[config.mk]
export PLATFORM = sky130hd
export DESIGN_NAME = irq_pend4
export DESIGN_NICKNAME = d
export VERILOG_FILES = /design/src/rtl/irq_pend4.sv
export SDC_FILE = /design/constraint.sdc
export NUM_CORES = 1
export LEC_CHECK = 0
export ABC_AREA = 1
export BUFFER_PORTS_ARGS = -buffer_cell sky130_fd_sc_hd__buf_2
export CORE_AREA = 2 2 39 41
export DETAILED_ROUTE_END_ITERATION = 8
export DIE_AREA = 0 0 41 43
export PLACE_DENSITY = 0.56
export SLEW_MARGIN = 20
export SYNTH_ARGS = -nofsm -noshare
export SYNTH_HDL_FRONTEND = slang
export SYNTH_SLANG_ARGS = --single-unit
[constraint.sdc]
create_clock -name clk -period 1.35 [get_ports clk]
set_clock_uncertainty 0.15 [all_clocks]
set_input_delay 0.135 -clock clk [delete_from_list [all_inputs] [get_ports clk]]
set_output_delay 0.135 -clock clk [all_outputs]
set_load 0.01 [all_outputs]
[src/rtl/irq_pend4.sv]
// rtl/irq_pend4.sv - 4-channel sticky request capture with masked priority pick and valid/ready output.
module irq_pend4 #(
    parameter bit EDGE = 1'b1
) (
    input  logic       clk,
    input  logic       rst,
    input  logic [3:0] irq,
    input  logic [3:0] mask,
    output logic       out_valid,
    input  logic       out_ready,
    output logic [1:0] out_idx,
    output logic [3:0] pending
);

    logic [3:0] irq_q, irq_d;
    logic [3:0] pending_q, pending_d;
    logic       out_valid_q, out_valid_d;
    logic [1:0] out_idx_q, out_idx_d;

    logic [3:0] set_vec;
    logic [3:0] clr_vec;
    logic [3:0] cand;
    logic [1:0] winner;
    logic       acc;
    logic       load;

    always_comb begin
        irq_d = irq;

        if (EDGE) begin
            set_vec = irq & ~irq_q;
        end else begin
            set_vec = irq;
        end

        acc     = out_valid_q & out_ready;
        clr_vec = acc ? (4'b0001 << out_idx_q) : 4'b0000;

        // A fresh event on the bit being accepted survives the clear.
        pending_d = (pending_q & ~clr_vec) | set_vec;
        cand      = pending_d & mask;

        if (cand[3]) begin
            winner = 2'd3;
        end else if (cand[2]) begin
            winner = 2'd2;
        end else if (cand[1]) begin
            winner = 2'd1;
        end else begin
            winner = 2'd0;
        end

        // The presented index is frozen until the consumer takes it.
        load        = ~out_valid_q | acc;
        out_valid_d = out_valid_q;
        out_idx_d   = out_idx_q;
        if (load) begin
            out_valid_d = |cand;
            out_idx_d   = winner;
        end
    end

    always_ff @(posedge clk or posedge rst) begin
        if (rst) begin
            irq_q       <= 4'b0000;
            pending_q   <= 4'b0000;
            out_valid_q <= 1'b0;
            out_idx_q   <= 2'd0;
        end else begin
            irq_q       <= irq_d;
            pending_q   <= pending_d;
            out_valid_q <= out_valid_d;
            out_idx_q   <= out_idx_d;
        end
    end

    assign out_valid = out_valid_q;
    assign out_idx   = out_idx_q;
    assign pending   = pending_q;

endmodule

Word-level counts from Yosys, hierarchy flattened
Cells that the tools add are included.
W data, S select, Z words.

operators by class
  bitwise gates (word level) = 9
  mux-type cells = 4
  shift-type cells = 1
  reductions and logical operators = 1

operator list
  kind                   count
  $and A4 B4 Y4          3
  $not A4 Y4             2
  $mux W2                2
  $mux W4                1
  $or A4 B4 Y4           1
  $reduce_or A4 Y1       1
  $shl A1 B2 Y4 const A  1
  $and A1 B1 Y1          1
  $mux W1                1
  $not A1 Y1             1
  $or A1 B1 Y1           1

word-level totals
  input bits = 11
  flip-flop bits (word level) = 11

Depth between registers and ports, before layout
Gate-level depths: netlist of the first run.

  depth after elaboration = 9
  mapped depth = 8
  mapped depth without buffers = 8

Least setup slack after synthesis of the first run
OpenSTA, ideal clock, no wires.

  kind = register to register
  from = reg out_idx_q[0], in the netlist out_idx[0]
  to = reg out_valid_q, in the netlist out_valid
  path buffers = 0
  arrival = 0.984 ns
  stages on the path, launching flop included = 9
  setup slack = 0.090 ns
  period minus slack after synthesis = 1.260 ns
  library setup time = 0.126 ns
  cells stage by stage = dfrtp_1 inv_1 nand2_1 o21ai_2 nand2_2 nand2_2 nand2_2 nor2_2 nand3_1

on the way
  cells in the longest elaborated chain, start to end = 7

ends and longest elaborated chain
  element                   RTL line  source
  start: declaration        18        logic [1:0] out_idx_q, out_idx_d;
  start signal: assignment  73        out_idx_q <= out_idx_d;
  $shl A1 B2 Y4             37        clr_vec = acc ? (4'b0001 << out_idx_q) : 4'b0000;
  $mux W4                   37
  $not A4 Y4                40        pending_d = (pending_q & ~clr_vec) | set_vec;
  $and A4 B4 Y4             40
  $or A4 B4 Y4              40
  via pending_d[2]          16        logic [3:0] pending_q, pending_d;
  $and A4 B4 Y4             41        cand = pending_d & mask;
  $reduce_or A4 Y1          58        out_valid_d = |cand;
  end signal: assignment    72        out_valid_q <= out_valid_d;
  end: declaration          17        logic out_valid_q, out_valid_d;

The timed path passes the listed nets, and every way through them passes these cells.
A chain may end at the register's enable or synchronous reset.

Worst setup path in the final report of the first run
Same ends and word-level chain as after synthesis.

==> results.txt, run 1 <==
After synthesis, the mean cell area works out to 9.102 µm². The initial antenna violation count came out at 0. sky130_fd_sc_hd__dfrtp_1 takes more of the synthesized area than any other cell. The total count of max-transition violations in the final report came out at 0. The number of nets in the synthesized netlist came out at 62. Based on the critical path, the design can be clocked at up to ~0.77 GHz. The stage delay of the slowest cell on the critical path came out at 410 ps. The iteration-0 DRC count of the detailed router is 1. Of the total power, combinational logic draws 0.293. For the worst-skew pair, the clock arrives at the later sink with an insertion delay of 260 ps. The worst flop-to-flop path endpoint is out_valid. The number of gates resized after CTS was 0. The share of total power dissipated in the clock network is 0.237. STA puts the critical path data required time at 1350 ps.

The run finished with clean final reports. The worst setup path is captured at a flip-flop. Summing all placed instances gives a cell area of 569.3 µm². The routed via count divided by cell count is 4.309.

The portion of total power attributed to sequential cells came out at 0.470. The repair_antennas step left the layout with diodes totalling 0. For this design the static power due to leakage is 0.3453 nW. Global routing finished with a remaining overflow of 0. The routed metal-1 wire length is ~380 µm. In this run the number of H-tree levels came out at 1.

The fraction of final layout cells with drive strength greater than 1 came out at 0.3718. The netlist area before placement is about 460 µm². The arrival time of the worst setup path came out at 1290 ps. The post-route clock period utilization came out at 0.9559. The final cell area excluding filler cells is 655.6 µm².

Setup violations remaining at the end of the flow were counted as 0. The final critical path time including I/O delays and setup came out at 1290 ps. Together, buffers and inverters on the worst path number 1. The critical path starts at out_idx[0]. The dominant delay contributor by cell family on the critical path is simple AND/OR/NAND/NOR gates. After synthesis, the cell types taking the most area are sky130_fd_sc_hd__dfrtp_1 (59%), sky130_fd_sc_hd__inv_1 (8.1%), sky130_fd_sc_hd__nand2_1 (8.1%). The average wire per cell in the routed design came out at between 9 and 10 µm.

Entering global routing, the biggest net connects 12 pins. The tree is rooted in a sky130_fd_sc_hd__clkbuf_4. The setup TNS came out at 0 ps. The number of buffers inserted during clock tree synthesis is 3.

The internal power of the cells totals 617.8 µW. The tightest min-delay check is of the input port to flip-flop type. The worst setup path category is flip-flop to flip-flop. The endpoint of the most critical setup path is out_valid. The DRC violation count after routing is 0. TritonCTS built the clock tree. The fraction of power spent switching nets came out at 0.3245. The share of the Yosys chip area taken by registers is 0.5930. The path depth of the worst reg2reg path is 8. Summed over all nets, wire length on met3 after detailed routing comes to between 60 and 70 µm. The number of violations of the max-capacitance limit is 0. The first global-routing pass estimated ~1500 µm of wire. The placeable core region came out at about 1400 µm².

The effective utilization at floorplan came out at 0.3354. The final standard cell utilization of the core is 0.4738. The number of nets in the layout is 90.

Counting buffers and inverters, the worst setup path is 8 cells deep. The Yosys step of the flow raised 0 warnings. At the pin with the least slew margin, the transition time is slightly above 400 ps. The total routing resource utilization after global routing is 0.1369. The height of the die came out at approximately 43 µm. The number of global-route vias before repair came out at roughly 370.

In this run the deepest clock path goes through 2 buffers. The final RePlAce weighted congestion came out at around 0.7. The top layer used by detailed routing is met4.

The critical path goes through inv_1, nand2_1, o21ai_2, nand2_2, nand2_2, nand2_2, nor2_2, nand3_1. The number of placed I/O pins is 18. The number of cells produced by synthesis came out at 51.

The detailed placement HPWL came out at about 670 µm. The setup slack of the most critical reg-to-reg path came out at around 60 ps. The total number of placement rows is 14. The synthesis-to-finish area growth came out at 41.24%. For this design the ratio of total power to cell area is between 1000 and 1500 nW/µm². The net load switching power came out at approximately 300 µW. The clock transition at the registers of the reported paths came out at 70 ps. The total number of clock tree sinks is 11. The count of different cell masters after synthesis is 12. The number of nets with antenna violations after detailed routing is 0. The worst-case vdd ir drop came out at about 0.68 mV. The startpoint identified for the worst register-to-register timing path is out_idx[0]. The final count of hold timing violations is 0. The kind of launch point of the worst setup path is a flip-flop. The full die area came out at ~1800 µm².

The post-synthesis register bit count came out at 11. Setup repair after global routing could not meet its margin everywhere. The via count of the routed design is 405. After detailed routing, the met2 layer carries 448 µm of wire. The first-pass detailed-route iteration total is 4. The floorplan step set the die width to 41 µm. The detailed-route wire length is slightly above 900 µm. The worst-path cell with the longest stage delay is sky130_fd_sc_hd__dfrtp_1. The top fanout value on the critical path is 5. The count of port buffers added during placement came out at 17. In this design, the critical path's most frequently occurring cell is sky130_fd_sc_hd__nand2_2. The worst slew margin relative to its limit is 0.7257. The proportion of netlist area held by the largest area contributor is 0.5930.
## worst min-delay path by stage
stage | depth (start not counted) | end | start
finish | 4 | out_idx[0] | mask[2]
detailed placement | 2 | irq_q[2] | rst
floorplan | 1 | irq_q[0] | rst
global route | 4 | out_idx[0] | mask[2]
global placement | 2 | irq_q[2] | rst
CTS | 4 | out_idx[0] | mask[2]
## area by class of cell
type,instances,area (µm²)
Fill cell,157,728.2
Inverter,10,37.54
Sequential cell,11,275.3
Multi-Input combinational cell,30,151.4
Timing Repair Buffer,23,145.1
Clock buffer,4,26.28
Tap cell,16,20.02
## routing by layer
metal	track usage	vias to the layer above
li1	-	208
met1	0.1462	183
met2	0.1906	12
met3	0.07853	2
met4	0.1000	0
met5	0	-
## cells in the mapped netlist
library cell,count
sky130_fd_sc_hd__o21ai_0,2
sky130_fd_sc_hd__o21ai_1,1
sky130_fd_sc_hd__inv_1,10
sky130_fd_sc_hd__a21boi_1,1
sky130_fd_sc_hd__dfrtp_1,11
sky130_fd_sc_hd__nand3_1,1
sky130_fd_sc_hd__nand2_1,10
sky130_fd_sc_hd__nor2_2,1
sky130_fd_sc_hd__nor2_1,4
sky130_fd_sc_hd__a21oi_1,2
sky130_fd_sc_hd__nand2_2,6
sky130_fd_sc_hd__o21ai_2,2
## power groups by stage
stage          clock (mW)  combinational [mW]  sequential (mW)
6_report            0.216               0.268            0.430
3_3_place_gp            0               0.260            0.435
5_1_grt             0.253               0.305            0.440
4_1_cts             0.229               0.274            0.432
3_5_place_dp            0               0.260            0.438
2_1_floorplan           0               0.137            0.460
## cells by family (layout without fill, tap and decap cells)
family,Yosys count,after routing,share of synthesized area
and+or+nand+nor,22,22,0.2183
DFF,11,11,0.5930
buffers and inverters,10,37,0.08087
AOI/OAI and AO/OA,8,8,0.1078
## repair_timing
action	CTS	global route
endpoints found under the hold margin	19	0
setup buffers	0	0
hold buffers	6	0
setup endpoints to repair	0	2
## registers in the layout (all words and copies together), names as in the netlist
register,count
irq_q,4
out_valid,1
pending,4
out_idx,2
## layout by cell type (no fill, tap or decap), types with 3 or more instances in the layout
cell type	n
sky130_fd_sc_hd__buf_2	17
sky130_fd_sc_hd__dfrtp_1	11
sky130_fd_sc_hd__nand2_1	10
sky130_fd_sc_hd__inv_1	10
sky130_fd_sc_hd__nand2_2	6
sky130_fd_sc_hd__dlygate4sd3_1	6
sky130_fd_sc_hd__nor2_1	4
sky130_fd_sc_hd__clkbuf_4	3
## stage by stage
| step | hold WS [ps] | setup WS (ps) | std cells | power (mW) |
|---|---|---|---|---|
| 3_3_place_gp | 2.563 | 78.07 | 84 | 0.6948 |
| 2_1_floorplan | -162.6 | 90.16 | 51 | 0.5974 |
| 5_1_grt | 15.36 | -18.39 | 94 | 0.9978 |
| 3_5_place_dp | -0.6980 | 55.30 | 84 | 0.6974 |
| 6_report | 26.08 | 59.60 | 94 | 0.9145 |
| 4_1_cts | 18.23 | 50.28 | 94 | 0.9358 |
## worst reg2reg max path: stages (launching register included)
cell	delay, ps
sky130_fd_sc_hd__dfrtp_1	410
sky130_fd_sc_hd__inv_1	80
sky130_fd_sc_hd__nand2_1	60
sky130_fd_sc_hd__o21ai_2	120
sky130_fd_sc_hd__nand2_2	70
sky130_fd_sc_hd__nand2_2	80
sky130_fd_sc_hd__nand2_2	60
sky130_fd_sc_hd__nor2_2	90
sky130_fd_sc_hd__nand3_1	70
Power figures use the tool's default switching activity.
==> inputs of run 2 (changes only) <==
--- a/config.mk
+++ b/config.mk
@@ -8,8 +8,10 @@
 export ABC_AREA = 1
 export BUFFER_PORTS_ARGS = -buffer_cell sky130_fd_sc_hd__buf_2
 export CORE_AREA = 2 2 39 41
+export CTS_CLUSTER_SIZE = 25
 export DETAILED_ROUTE_END_ITERATION = 8
 export DIE_AREA = 0 0 41 43
+export HOLD_SLACK_MARGIN = 0.1
 export PLACE_DENSITY = 0.56
 export SLEW_MARGIN = 20
 export SYNTH_ARGS = -nofsm -noshare
==> run 2 against run 1 <==
  * Critical endpoint unchanged
  * Design area is 6.1% higher
  * Cell count is 4.3% higher
  * Clock-buffer cell count did not move
==> results.txt, run 2 (synthesized netlist as in run 1, its figures left out) <==
The total inserted antenna cells is 0 (unchanged). The number of nets with antenna violations after detailed routing is 0 (unchanged). Cells traversed along the worst timing path: inv_1, nand2_1, o21ai_2, nand2_2, nand2_2, nand2_2, nor2_2, nand3_1 (unchanged). The final standard cell utilization of the core came out at 0.5027 (was 0.4738).

The final cell area excluding filler cells is 695.7 µm² (was 655.6 µm²). The clock tree from TritonCTS is done (unchanged). The sum of buffers and inverters on the critical path came out at 1 (unchanged). Leading cell types in the layout, fill and taps excluded: sky130_fd_sc_hd__buf_2 (17), sky130_fd_sc_hd__dfrtp_1 (11), sky130_fd_sc_hd__nand2_1 (10), sky130_fd_sc_hd__inv_1 (10), sky130_fd_sc_hd__dlygate4sd3_1 (10) (was sky130_fd_sc_hd__buf_2 (17), sky130_fd_sc_hd__dfrtp_1 (11), sky130_fd_sc_hd__nand2_1 (10), sky130_fd_sc_hd__inv_1 (10)).

The dominant delay contributor by cell family on the critical path is simple AND/OR/NAND/NOR gates (unchanged). The number of buffers inserted by post-CTS setup repair was 0 (unchanged). The post-route clock period utilization came out at 0.9558 (was 0.9559).

The global-route wire length before repair is 1538 µm (was 1476 µm). The initial antenna violation count came out at 0 (unchanged). The kind of launch point of the worst setup path is a flip-flop (unchanged). The power density normalized to cell area is 1326 nW/µm² (was 1395 nW/µm²). The path depth of the worst reg2reg path came out at 8 (unchanged). The leakage component of the power is 0.3620 nW (was 0.3453 nW). The final count of hold timing violations is 0 (unchanged). The first-pass detailed-route iteration total came to 4 (unchanged).

The detailed placement HPWL was 673.1 µm (unchanged). The clock root buffer is sky130_fd_sc_hd__clkbuf_4 (unchanged). The worst hold-check path type was input port to flip-flop (unchanged). The startpoint of the worst hold path was out_ready (was mask[2]). The pin count of the biggest net entering global routing is 12 (unchanged). The worst-case vdd ir drop is 0.6772 mV (was 0.6773 mV).

The total count of max-transition violations in the final report is 0 (unchanged). The worst setup path category was flip-flop to flip-flop (unchanged). The origin of the worst setup path was out_idx[0] (unchanged). The clock transition at the registers of the reported paths was 70 ps (about the same).

The end point of the most critical hold path is pending[2] (was out_idx[0]). The maximum buffer depth of the clock tree came out at 2 (unchanged). The number of violations of the max-capacitance limit came out at 0 (unchanged). The detailed-route wire length is 948 µm (was 911 µm). The chip width is 41 µm (unchanged). The stage delay of the slowest cell on the critical path came out at 410 ps (about the same). The number of H-tree levels came out at 1 (unchanged). The DRC violation count after routing is 0 (unchanged). The fraction of final layout cells with drive strength greater than 1 came out at 0.3537 (was 0.3718).

The full die area is 1763 µm² (unchanged). The arrival time of the worst setup path is 1290 ps (about the same). The worst slew margin relative to its limit was 0.7258 (was 0.7257). The number of nets in the layout came to 94 (was 90). The most frequent standard cell in the layout excluding fill and tap cells was sky130_fd_sc_hd__buf_2 (unchanged).

Outcome: finished, final reports clean (unchanged). The average wire per cell in the routed design is 9.673 µm (was 9.691 µm). The transition time of the tightest slew-check pin is 410.9 ps (was 411.0 ps). The final RePlAce weighted congestion came out at 0.7202 (unchanged). The setup TNS came out at 0 ps (unchanged). The number of gates resized after cts came out at 0 (unchanged).

RSZ-0062 raised after global routing: true (unchanged). The maximum clock frequency is 0.7750 GHz (about the same). The cell type with the highest occurrence count on the critical path is sky130_fd_sc_hd__nand2_2 (unchanged). The launch instance of the worst register-to-register path is out_idx[0] (unchanged). The number of buffers inserted during clock tree synthesis came to 3 (unchanged).

The height of the die came to 43 µm (unchanged). The number of placed I/O pins is 18 (unchanged). The via count of the routed design is 422 (was 405).

The placed standard-cell area came out at 569.3 µm² (unchanged). The effective utilization at floorplan is 0.3354 (unchanged). The iteration-0 DRC count of the detailed router is 1 (unchanged). The number of global-route vias before repair is 392 (was 369). The number of setup violations in the final report came out at 0 (unchanged).

The clock latency on the worst-skew pair was 260 ps (about the same). The count of port buffers added during placement came out at 17 (unchanged). The total number of placement rows came out at 14 (unchanged).

The setup slack of the most critical reg-to-reg path came out at 60 ps (about the same). The synthesis-to-finish area growth came out at 49.87% (was 41.24%). The routed via count divided by cell count came out at 4.306 (was 4.309). The total routing resource utilization after global routing came out at 0.1420 (was 0.1369). The remaining global-route overflow came out at 0 (unchanged). The placeable core region came out at 1384 µm² (unchanged). The kind of end point of the critical path is a flip-flop (unchanged).

The top fanout value on the critical path is 5 (unchanged). The worst flop-to-flop path endpoint is out_valid (unchanged). The worst-path cell with the longest stage delay is sky130_fd_sc_hd__dfrtp_1 (unchanged). The worst path required time is 1350 ps (about the same). The count of cells along the worst hold path came to 4 (unchanged). The final critical path time including I/O delays and setup came out at 1290 ps (about the same). The total number of clock tree sinks is 11 (unchanged).
-- run 2: cell types whose count changed in the layout (fill, tap and decap cells not counted), sizes merged --
cell | before | now
dlygate4sd3 | 6 | 10
-- run 2: layout make-up --
type,count,area [µm²]
fill,153,688.2
clock buffer,4,26.28
tap,16,20.02
timing repair buffer,27,185.2
multi-input combinational,30,151.4
inverter,10,37.54
sequential,11,275.3
-- run 2: worst max-delay path by stage --
stage	end	slack, ps	cells past startpoint
after floorplan	out_valid	90	8
after global placement	out_valid	80	8
after detailed placement	out_valid	60	8
after CTS	out_valid	50	8
after global routing	out_valid	-20	8
final	out_valid	60	8
-- run 2: what timing repair did --
| item | CTS | global route |
|---|---|---|
| hold endpoints to repair | 22 | 0 |
| endpoints found under the setup margin | 0 | 2 |
| hold buffers | 10 | 0 |
-- run 2: worst register-to-register path, stage by stage (launching register included) --
cell,delay [ps]
sky130_fd_sc_hd__dfrtp_1,410
sky130_fd_sc_hd__inv_1,80
sky130_fd_sc_hd__nand2_1,60
sky130_fd_sc_hd__o21ai_2,120
sky130_fd_sc_hd__nand2_2,70
sky130_fd_sc_hd__nand2_2,80
sky130_fd_sc_hd__nand2_2,60
sky130_fd_sc_hd__nor2_2,90
sky130_fd_sc_hd__nand3_1,70
-- run 2: layer usage --
metal | GRT usage | routed length [µm] | vias up
met4 | 0.1000 | 19 | 0
met2 | 0.2031 | 482 | 11
li1 | - | - | 216
met5 | 0 | 0 | -
met1 | 0.1495 | 391 | 193
met3 | 0.07853 | 54 | 2
-- run 2: through the flow --
step	instances	power (mW)	hold WS, ps	setup WS, ps
after global placement	84	0.6948	2.563	78.07
after floorplan	51	0.5974	-162.6	90.16
after global routing	98	1.007	104.1	-18.40
final	98	0.9225	100.3	59.68
after CTS	98	0.9445	104.4	50.27
after detailed placement	84	0.6974	-0.6980	55.30
-- run 2: report_power, final --
part / total, mW / internal (mW) / switching (mW)
Combinational: 0.276 / 0.123 / 0.154
Clock: 0.216 / 0.114 / 0.102
Sequential: 0.430 / 0.389 / 0.0416
Total: 0.923 / 0.625 / 0.297
==> inputs of run 3 (changes only) <==
--- a/config.mk
+++ b/config.mk
@@ -6,11 +6,12 @@
 export NUM_CORES = 1
 export LEC_CHECK = 0
 export ABC_AREA = 1
-export BUFFER_PORTS_ARGS = -buffer_cell sky130_fd_sc_hd__buf_2
+export BUFFER_PORTS_ARGS = -buffer_cell sky130_fd_sc_hd__clkbuf_2
 export CORE_AREA = 2 2 39 41
 export CTS_CLUSTER_SIZE = 25
 export DETAILED_ROUTE_END_ITERATION = 8
 export DIE_AREA = 0 0 41 43
+export GPL_TIMING_DRIVEN = 0
 export HOLD_SLACK_MARGIN = 0.1
 export PLACE_DENSITY = 0.56
 export SLEW_MARGIN = 20
==> run 3 against run 2 <==
  * Utilization grew 0.90 points
  * Sequential power about the same
  * Critical path depth stayed put
  * Via count shrank 1.2%
  * Design area grew 1.8%
  * First-iteration DRC count rose to 5.0 times the previous value
  * Largest power group unchanged
  * Clock-buffer cell count did not move
  * Register-to-register slack about the same
  * Combinational power is 12% higher
  * Critical path type unchanged
==> results.txt, run 3 (synthesized netlist as in run 1, its figures left out) <==
The most frequent standard cell in the layout excluding fill and tap cells was sky130_fd_sc_hd__clkbuf_2 (was sky130_fd_sc_hd__buf_2). The overall power came out at 967.2 µW (was 922.5 µW). The post-route clock period utilization came out at 0.9537 (was 0.9558). The number of setup violations in the final report was 0 (unchanged). The pin count of the biggest net entering global routing came out at 12 (unchanged). The worst hold-check path type is input port to flip-flop (unchanged). The DRC violation count after routing is 0 (unchanged). The number of nets with antenna violations after detailed routing came out at 0 (unchanged). The global-route wire length before repair was 1449 µm (was 1538 µm).

The via count of the routed design came out at 417 (was 422). The final count of hold timing violations came out at 0 (unchanged). The worst slack at placement is 40.88 ps (was 55.30 ps). The number of placed I/O pins came out at 18 (unchanged). Leading cell types in the layout, fill and taps excluded: sky130_fd_sc_hd__clkbuf_2 (17), sky130_fd_sc_hd__dfrtp_1 (11), sky130_fd_sc_hd__nand2_1 (10), sky130_fd_sc_hd__inv_1 (10), sky130_fd_sc_hd__dlygate4sd3_1 (9) (was sky130_fd_sc_hd__buf_2 (17), sky130_fd_sc_hd__dfrtp_1 (11), sky130_fd_sc_hd__nand2_1 (10), sky130_fd_sc_hd__inv_1 (10), sky130_fd_sc_hd__dlygate4sd3_1 (10)). The chip width came to 41 µm (unchanged). The initial antenna violation count came out at 0 (unchanged).

The total routing resource utilization after global routing is 0.1230 (was 0.1420). The clock tree from TritonCTS is done (unchanged). The total inserted antenna cells came to 0 (unchanged).

The maximum clock frequency came to 0.7767 GHz (was 0.7750 GHz). The final RePlAce weighted congestion came to 0.7424 (was 0.7202). The first-pass detailed-route iteration total came to 4 (unchanged). The number of H-tree levels came out at 1 (unchanged). The leakage component of the power came out at 0.3794 nW (was 0.3620 nW). The iteration-0 DRC count of the detailed router is 5 (was 1). The clock root buffer was sky130_fd_sc_hd__clkbuf_4 (unchanged). The power density normalized to cell area is 1366 nW/µm² (was 1326 nW/µm²). The number of inserted filler cells in the final layout came out at 139 (was 153). The count of port buffers added during placement came out at 17 (unchanged). The effective utilization at floorplan is 0.3354 (unchanged). The detailed-route wire length came out at 893 µm (was 948 µm). The kind of launch point of the worst setup path is a flip-flop (unchanged). The height of the die came out at 43 µm (unchanged). The number of buffers inserted during clock tree synthesis came out at 3 (unchanged). The number of gates resized after cts came out at 0 (unchanged). Outcome: finished, final reports clean (unchanged). The number of global-route vias before repair is 380 (was 392). The transition time of the tightest slew-check pin is 429.0 ps (was 410.9 ps). The clock latency on the worst-skew pair is 270 ps (was 260 ps). The full die area came out at 1763 µm² (unchanged).

The smallest hold slack is 90.92 ps (was 100.3 ps). The kind of end point of the critical path is a flip-flop (unchanged). The arrival time of the worst setup path came out at 1290 ps (about the same). The total count of max-transition violations in the final report is 0 (unchanged). The number of nets in the layout is 96 (was 94). The synthesis-to-finish area growth came out at 52.56% (was 49.87%). The count of cells along the worst hold path is 4 (unchanged). The top fanout value on the critical path was 4 (was 5). The detailed placement HPWL came to 631.6 µm (was 673.1 µm). The final critical path time including I/O delays and setup is 1287 ps (was 1290 ps). The total number of clock tree sinks came out at 11 (unchanged). The path depth of the worst reg2reg path came to 8 (unchanged).

The maximum buffer depth of the clock tree is 2 (unchanged). The placeable core region was 1384 µm² (unchanged). The remaining global-route overflow is 0 (unchanged). The clock transition at the registers of the reported paths came out at 70 ps (about the same). The total number of placement rows is 14 (unchanged). The worst setup path category is flip-flop to flip-flop (unchanged). RSZ-0062 raised after global routing: true (unchanged).

The number of violations of the max-capacitance limit came out at 0 (unchanged). The least setup slack across all paths after layout is 62.51 ps (was 59.68 ps). The average wire per cell in the routed design came to 8.930 µm (was 9.673 µm). The cts-stage hold buffer count is 9 (was 10).

The worst slew margin relative to its limit is 0.7137 (was 0.7258). The worst path required time came to 1360 ps (was 1350 ps). The routed via count divided by cell count is 4.170 (was 4.306). The fraction of final layout cells with drive strength greater than 1 came to 0.3810 (was 0.3537).

The worst-case vdd ir drop is 0.6336 mV (was 0.6772 mV).
==> run 3: changes by cell type in the layout (fill, tap and decap cells not counted) <==
cell                            change
sky130_fd_sc_hd__buf_2             -17
sky130_fd_sc_hd__buf_4              +3
sky130_fd_sc_hd__clkbuf_2          +17
sky130_fd_sc_hd__dlygate4sd3_1      -1
==> run 3: layout make-up <==
cell class,instances,area [µm²],area share
Inverter,10,37.54,0.05300
Multi-Input combinational cell,30,151.4,0.2138
Timing Repair Buffer,29,197.7,0.2792
Sequential cell,11,275.3,0.3887
Clock buffer,4,26.28,0.03710
Tap cell,16,20.02,0.02827
==> run 3: timing repair <==
item,4_1_cts,5_1_grt
endpoints found under the hold margin,22,1
endpoints found under the setup margin,0,2
buffers inserted,0,3
==> run 3: metrics by stage <==
| stage | instances | utilization | cell area, µm² | TNS [ps] |
|---|---|---|---|---|
| after floorplan | 51 | - | 464.2 | 0 |
| after global placement | 84 | 0.4114 | 569.3 | 0 |
| after detailed placement | 84 | 0.4114 | 569.3 | 0 |
| after CTS | 97 | 0.4955 | 685.7 | 0 |
| after global routing | 100 | 0.5118 | 708.2 | -27.65 |
| final | 100 | 0.5118 | 708.2 | 0 |
==> run 3: routing by layer <==
| layer | GRT usage | share of wire | wire length [µm] | vias to the layer above |
|---|---|---|---|---|
| met3 | 0.04712 | 0.056 | 50 | 2 |
| met5 | 0 | 0 | 0 | - |
| met1 | 0.1538 | 0.45 | 406 | 185 |
| met2 | 0.1781 | 0.47 | 421 | 11 |
| li1 | - | - | - | 219 |
| met4 | 0.06000 | 0.018 | 16 | 0 |
==> run 3: path summary, 6_finish.rpt <==
check / startpoint / end / slack, ps
worst min register to register: irq_q[0] / pending[0] / 310
worst max register to register: out_idx[0] / out_valid / 60
worst max-delay path: out_idx[0] / out_valid / 60
min in group asynchronous: rst / out_idx[0] / 230
max in group asynchronous: rst / irq_q[1] / 520
worst min-delay path: out_ready / out_idx[1] / 90
==> run 3: power by group <==
part	internal, mW	switching (mW)
combinational	0.148	0.163
sequential	0.388	0.0397
clock	0.114	0.114
==> run 3: worst max-delay path, stage by stage, from the launching register on <==
cell	delay, ps
sky130_fd_sc_hd__dfrtp_1	410
sky130_fd_sc_hd__inv_1	80
sky130_fd_sc_hd__nand2_1	60
sky130_fd_sc_hd__o21ai_2	120
sky130_fd_sc_hd__nand2_2	70
sky130_fd_sc_hd__nand2_2	70
sky130_fd_sc_hd__nand2_2	50
sky130_fd_sc_hd__nor2_2	100
sky130_fd_sc_hd__nand3_1	70
